==> src/rtl/stream_mux_rr.sv <==
// rtl/stream_mux_rr.sv - registered N-channel stream mux with fixed/round-robin arbitration
// Optional packet lock: define STREAM_MUX_LOCK_EN.
module stream_mux_rr #(
    parameter int WIDTH    = 8,
    parameter int CHANNELS = 4,
    parameter int SELW     = $clog2(CHANNELS)
) (
    input  logic                      clk,
    input  logic                      rst,
    input  logic [CHANNELS*WIDTH-1:0] in_data,
    input  logic [CHANNELS-1:0]       in_valid,
    output logic [CHANNELS-1:0]       in_ready,
`ifdef STREAM_MUX_LOCK_EN
    input  logic [CHANNELS-1:0]       in_last,
`endif
    input  logic [SELW-1:0]           s,
    input  logic                      rr,
    output logic [WIDTH-1:0]          out_data,
    output logic [SELW-1:0]           out_ch,
`ifdef STREAM_MUX_LOCK_EN
    output logic                      out_last,
`endif
    output logic                      out_valid,
    input  logic                      out_ready
);

    logic [CHANNELS-1:0] gnt;
    logic [SELW-1:0]     gnt_idx;
    logic [SELW-1:0]     ptr;
    logic                rr_hit;
    logic                can_load;
    logic                accept;

`ifdef STREAM_MUX_LOCK_EN
    logic                locked;
    logic [SELW-1:0]     lock_ch;
`endif

    assign can_load = ~out_valid | out_ready;

    always_comb begin
        gnt    = '0;
        rr_hit = 1'b0;
`ifdef STREAM_MUX_LOCK_EN
        if (locked) begin
            gnt[lock_ch] = 1'b1;
        end else
`endif
        if (rr) begin
            // Search starts just after the last served channel and wraps.
            for (int i = 1; i <= CHANNELS; i++) begin
                if (!rr_hit && in_valid[(int'(ptr) + i) % CHANNELS]) begin
                    gnt[(int'(ptr) + i) % CHANNELS] = 1'b1;
                    rr_hit = 1'b1;
                end
            end
        end else if (int'(s) < CHANNELS) begin
            gnt[s] = 1'b1;
        end
    end

    always_comb begin
        gnt_idx = '0;
        for (int k = 0; k < CHANNELS; k++) begin
            if (gnt[k]) begin
                gnt_idx = SELW'(k);
            end
        end
    end

    assign in_ready = (rst || !can_load) ? '0 : gnt;
    assign accept   = |(in_valid & in_ready);

    always_ff @(posedge clk) begin
        if (rst) begin
            out_valid <= 1'b0;
            out_data  <= '0;
            out_ch    <= '0;
            ptr       <= SELW'(CHANNELS - 1);
`ifdef STREAM_MUX_LOCK_EN
            out_last  <= 1'b0;
            locked    <= 1'b0;
            lock_ch   <= '0;
`endif
        end else if (accept) begin
            out_valid <= 1'b1;
            out_data  <= in_data[int'(gnt_idx)*WIDTH +: WIDTH];
            out_ch    <= gnt_idx;
            ptr       <= gnt_idx;
`ifdef STREAM_MUX_LOCK_EN
            out_last  <= in_last[gnt_idx];
            locked    <= ~in_last[gnt_idx];
            lock_ch   <= gnt_idx;
`endif
        end else if (out_ready) begin
            out_valid <= 1'b0;
        end
    end

endmodule

==> config.mk <==
export PLATFORM = sky130hd
export DESIGN_NAME = stream_mux_rr
export DESIGN_NICKNAME = d
export VERILOG_FILES = /design/src/rtl/stream_mux_rr.sv
export SDC_FILE = /design/constraint.sdc
export NUM_CORES = 1
export LEC_CHECK = 0
export ABC_AREA = 1
export ABC_CLOCK_PERIOD_IN_PS = 7000
export CAP_MARGIN = 5
export CORE_ASPECT_RATIO = 1.1
export CORE_UTILIZATION = 50
export CTS_BUF_LIST = sky130_fd_sc_hd__clkbuf_8
export CTS_CLUSTER_SIZE = 10
export DETAILED_ROUTE_END_ITERATION = 7
export PLACE_DENSITY = 0.88
export SYNTH_ARGS = -nofsm -noshare
export SYNTH_HDL_FRONTEND = slang
export SYNTH_SLANG_ARGS = --single-unit
export TNS_END_PERCENT = 100
==> constraint.sdc <==
create_clock -name clk -period 7 [get_ports clk]
set_input_delay 0.7 -clock clk [delete_from_list [all_inputs] [get_ports clk]]
set_output_delay 0.7 -clock clk [all_outputs]
set_load 0.1 [all_outputs]
==> results.toml, run 1 <==
[routing]
firstDrtPassIters = 4
num_vias = 1801
drt-wirelength-per-cell_um = 11.08
ant_nets = 0
routed_wl_um = 4011
viasPerCell = 4.975
drcViolationCount = 0
drt_iter0_drc = 67

[timing]
rsz0062_at_grt = "false"
finalMaxSlewViolations = 0
whs_ps = 473.7
finalHoldViolations = 0
skew_ps = 2.446
max_clock_freq_mhz = 227.5
relSlewSlack_pct = 34.47
period_share_pct = 62.80
fin_tns_setup_ps = 0
finalSetupViolCount = 0
fin_crit_ps = 4396
worstMarginPinSlew_ps = 979.9

[floorplan]
rows = 21
io_pins = 57
die-area_sq_um = 3395
die_width_um = 55.65
fp.dieH_um = 61.01
core_sq_um = 3022
start_util_pct = 52.38

[cts]
cts_tree = "done"
cts.path.max_buffers = 2
ctsHoldBuffers = 0
cts_root_buf = "clkbuf_8"
clock_latency_ps = 240
ctsResizeCount = 0
cts_sinks = 13
path_clk_slew_ps = 50
htreeDepth = 1
cts_buffers = 3
post-cts-setup-buffer-count = 0

[finish]
area_delta_synth_final_pct = 37.63
final_cells = 362
num_antenna_cells = 0
fillCellCount = 258
fin_nets = 379
layout-drive-gt1-share_pct = 12.80

[logic_synthesis]
synth_cells = 274
yosys_warnings = 0
synth_compound_area_share_pct = 4.664
synth_area_leader_cell = "nand2_1"
synth_mux_area_share_pct = 0
synth.area.top_cells = "nand2_1 18%, dfxtp_1 16%, nand3_1 11%"
synth_edf_count = 0
synth-main-ff-cell = "dfxtp_1"
synth-simple-area-share_pct = 58.02
async_flop_share_pct = 0
synth_cell_type_count = 21
synth_top_family_by_area = "simple AND/OR/NAND/NOR gates"
synth-adder-area-share_pct = 6.324
syn_nets = 324
yosysSeqAreaShare_pct = 16.44
syn_area_sq_um = 1583
synthXorXnorAreaFrac_pct = 0
avgSynthCellArea_sq_um = 5.777
ys_ff_latch = 13
yosysTopAreaCellShare_pct = 17.55

[global_route]
antenna_found_initial = 0
grt_max_degree = 22
overflow = 0
grt_pass1_vias = 1559
grt_usage_pct = 23.56
grt_pass1_wl_um = 6334

[power]
leakagePower_uw = 0.001137
power.density_nw_per_um2 = 337.3
peakVddDrop_uv = 262.3

[worst_setup_path]
setup.worst_path.start_class = "register"
reg2reg_slack_ps = 4020
critical_path_class = "register to primary output"
cp_max_fo = 12
critPathRequiredTime_ps = 6300
r2r_cells = 17
critPathCaptureType = "primary output"
critical_path_arrival_ps = 3700

[job]
drv_cap = 0

[min_path]
hold_path.class = "register to register"
hold_path_depth = 2

[placement]
dp_hpwl_um = 3174
io_buffers = 56
routabilityCongestion = 0.8475
dpl.cell_count = 358

[status]
outcome = "completed"
## placed cells by master (no fill, tap or decap)
cell,instances
nand3_2,5
inv_1,42
nand3_4,2
clkinv_1,1
ha_1,8
a21oi_1,13
nand2_2,17
nor2_2,1
dfxtp_1,13
nor3_1,1
inv_6,1
clkdlybuf4s50_1,56
nor2_1,43
inv_2,3
nor2_4,2
a21oi_2,1
nand3_1,35
nand2_1,74
clkbuf_8,3
nand2_4,7
## state kept, by name (all words and copies together), names as in the netlist
signal,count
out_ch,2
out_valid,1
ptr,2
out_data,8
## critical path, stage by stage (launching register included)
cell and delay (ps):
dfxtp_1 700, inv_6 120, ha_1 390, inv_1 130, nand3_4 110, nand2_4 110
nand2_4 60, nor2_4 130, nand2_1 80, nand3_2 80, nand2_4 90, nand2_4 100
inv_2 100, nor2_1 100, clkdlybuf4s50_1 1130
## where the power goes
group,switching (uW),internal (uW)
clock,26.5,38.7
sequential,21.3,93.8
combinational,388,166
total,436,299
## per-layer routing
| metal | track usage [%] | share of wire (%) | vias up |
|---|---|---|---|
| met3 | 3.782 | 5.1 | 10 |
| met2 | 45.27 | 51 | 59 |
| met4 | 8.929 | 2.0 | 0 |
| met1 | 26.83 | 42 | 792 |
| li1 | - | - | 940 |
| met5 | 0 | 0 | - |
## metrics by stage
stage / total power, uW / setup WS (ps) / instance area, sq um / util (%)
3_3_place_gp: 657.2 / 2879 / 2133 / 70.60
5_1_grt: 787.1 / 2408 / 2178 / 72.09
3_5_place_dp: 666.7 / 2805 / 2133 / 70.60
4_1_cts: 734.5 / 2610 / 2178 / 72.09
6_report: 734.7 / 2604 / 2178 / 72.09
2_1_floorplan: 555.6 / 3129 / 1583 / -
## synth_stat cells (2+ instances only)
| cell | number |
|---|---|
| inv_1 | 41 |
| a21oi_1 | 13 |
| buf_6 | 2 |
| nand3_1 | 35 |
| buf_4 | 3 |
| nand2_2 | 17 |
| ha_1 | 8 |
| nor2_1 | 43 |
| nand2_1 | 74 |
| nand2_4 | 7 |
| inv_2 | 3 |
| nand3_2 | 5 |
| nand3_4 | 2 |
| dfxtp_1 | 13 |
| nor2_4 | 2 |
## kinds of logic after synthesis
family	count (synthesis)
fa+ha+maj	8
flops	13
buf+inv	52
compound gates	14
simple gates	187
## path summary, 6_finish.rpt
path | end | start
worst max-delay path | in_ready[3] | ptr[0]
worst min-delay path | out_ch[0] | out_ch[0]
worst max register to register | out_data[0] | ptr[0]
worst min register to register | out_ch[0] | out_ch[0]
## final cells by class
| type | instances | area, sq um | area share, % |
|---|---|---|---|
| clock buffers | 3 | 41.29 | 1.895 |
| clock inverters | 1 | 3.754 | 0.1723 |
| inverters | 46 | 177.7 | 8.156 |
| multi-input cells | 209 | 1092 | 50.14 |
| flip-flops and latches | 13 | 260.3 | 11.95 |
| well taps | 34 | 42.54 | 1.953 |
| repair buffers | 56 | 560.5 | 25.73 |
Power figures use the tool's default switching activity.
==> inputs of run 2 (changes only) <==
Settings changed: ABC_CLOCK_PERIOD_IN_PS 7000 to 3900, CORE_UTILIZATION 50 to 42, PLACE_DENSITY 0.88 to 0.79.
Clock period 7 ns to 3.9 ns, I/O delays scaled along.
==> results.toml, run 2 (same netlist as run 1, synthesis figures left out) <==
[worst_setup_path]
setup.worst_path.start_class = "register"
worst_path_max_delay_cell = "dfxtp_1"
critical_path_arrival_ps = 2760
path_cells = "inv_6 > ha_1 > inv_1 > nand3_4 > nand2_4 > nand2_4 > nor2_4 > nand2_1 > nand3_2 > nand2_4 > nand2_4 > inv_2 > nor2_1 > buf_4"
cp_top_family = "simple AND/OR/NAND/NOR gates"
critPathRequiredTime_ps = 3510
critPathBufInv = 4
critPathMaxStageDelay_ps = 640
reg2reg_slack_ps = 1000
crit_path_frequent_cell = "nand2_4"
critPathCaptureType = "primary output"
crit_cells = 14
r2r_cells = 16
cp_max_fo = 12
critical_path_class = "register to primary output"

[floorplan]
io_pins = 57
die-area_sq_um = 4018
die_width_um = 60.53
core_sq_um = 3626
fp.dieH_um = 66.39
rows = 23
start_util_pct = 43.65

[global_route]
grt_pass1_wl_um = 6555
antenna_found_initial = 0
grt_max_degree = 22
overflow = 0
grt_usage_pct = 21.08
grt_pass1_vias = 1641

[timing]
finalSetupViolCount = 0
worstMarginPinSlew_ps = 970.9
skew_ps = 2.724
finalHoldViolations = 0
period_share_pct = 80.78
fin_tns_setup_ps = 0
rsz0062_at_grt = "false"
fin_crit_ps = 3150
finalMaxSlewViolations = 0
max_clock_freq_mhz = 317.4
relSlewSlack_pct = 35.07

[cts]
ctsResizeCount = 0
cts_tree = "done"
cts_buffers = 3
cts_sinks = 13
cts.path.max_buffers = 2
cts_root_buf = "clkbuf_8"
htreeDepth = 1
post-cts-setup-buffer-count = 0
ctsHoldBuffers = 0
path_clk_slew_ps = 50
clock_latency_ps = 240

[finish]
regMostFlops = "out_data"
seq_area_sq_um = 260.3
final_common_cell = "nand2_1"
largest_reg_flops = 8
num_antenna_cells = 0
fillCellCount = 362
multi_input_area_sq_um = 1092
layout-drive-gt1-share_pct = 14.02
top_regs = "out_data (8), out_ch (2), ptr (2)"
layout_common_cells = "74 x nand2_1, 52 x clkdlybuf4s50_1, 43 x nor2_1"
area_delta_synth_final_pct = 38.26
fin_nets = 379

[routing]
firstDrtPassIters = 6
highest_layer = "met4"
viasPerCell = 4.709
drt_iter0_drc = 65
detailroute.wirelength.met3_um = 238
ant_nets = 0
drcViolationCount = 0
num_vias = 1780
wl_met2_um = 2114
routed_wl_um = 4015
wl_met1_um = 1623
drt-wirelength-per-cell_um = 10.62

[placement]
dp_hpwl_um = 3213
io_buffers = 56
routabilityCongestion = 0.8686

[power]
peakVddDrop_uv = 451.0
power_uw = 1309
leakagePower_uw = 0.001144
power.density_nw_per_um2 = 598.4

[min_path]
hold_path.class = "register to register"
hold_path_depth = 2

[job]
drv_cap = 0

[status]
outcome = "completed"
-- run 2: cell count changes in the layout (fill, tap and decap cells not counted) --
| cell | before | now |
|---|---|---|
| buf_4 | 0 | 4 |
| clkdlybuf4s50_1 | 56 | 52 |
-- run 2: final timing paths --
kind,end,from
setup / recovery,in_ready[3],ptr[0]
hold / removal,out_ch[1],out_ch[1]
setup reg to reg,out_ch[0],ptr[0]
hold reg to reg,out_ch[1],out_ch[1]
-- run 2: final cells by class --
type                       instances  area share (%)
tap                               50           2.859
multi-input combinational        209           49.91
sequential                        13           11.89
clock buffer                       3           1.887
timing repair buffer              56           25.16
inverter                          46           8.119
clock inverter                     1          0.1715
-- run 2: stage by stage --
step | hold WS [ps] | util (%) | cell area [sq um] | cells | setup slack [ps]
6_report | 492.1 | 60.35 | 2188 | 378 | 749.7
5_1_grt | 522.0 | 60.35 | 2188 | 378 | 536.8
4_1_cts | 495.6 | 60.35 | 2188 | 378 | 739.5
3_5_place_dp | 480.0 | 59.11 | 2143 | 374 | 1003
3_3_place_gp | 464.2 | 59.11 | 2143 | 374 | 1101
2_1_floorplan | 459.1 | - | 1583 | 274 | 339.3
-- run 2: per-layer routing --
metal,vias to the layer above,global-route usage [%]
met3,4,4.501
met2,62,39.01
met4,0,3.693
li1,942,-
met5,-,0
met1,772,24.44
-- run 2: tightest hold or removal path, stage by stage, from the launching register on --
cell     delay, ps
dfxtp_1        320
nand2_2         60
a21oi_1         60
-- run 2: where the power goes --
group	total (uW)	switching (uW)	leakage (uW)	internal, uW
Sequential	202	34.1	0.000107	168
Clock	118	48.2	0.0000269	69.5
Combinational	989	693	0.00101	297
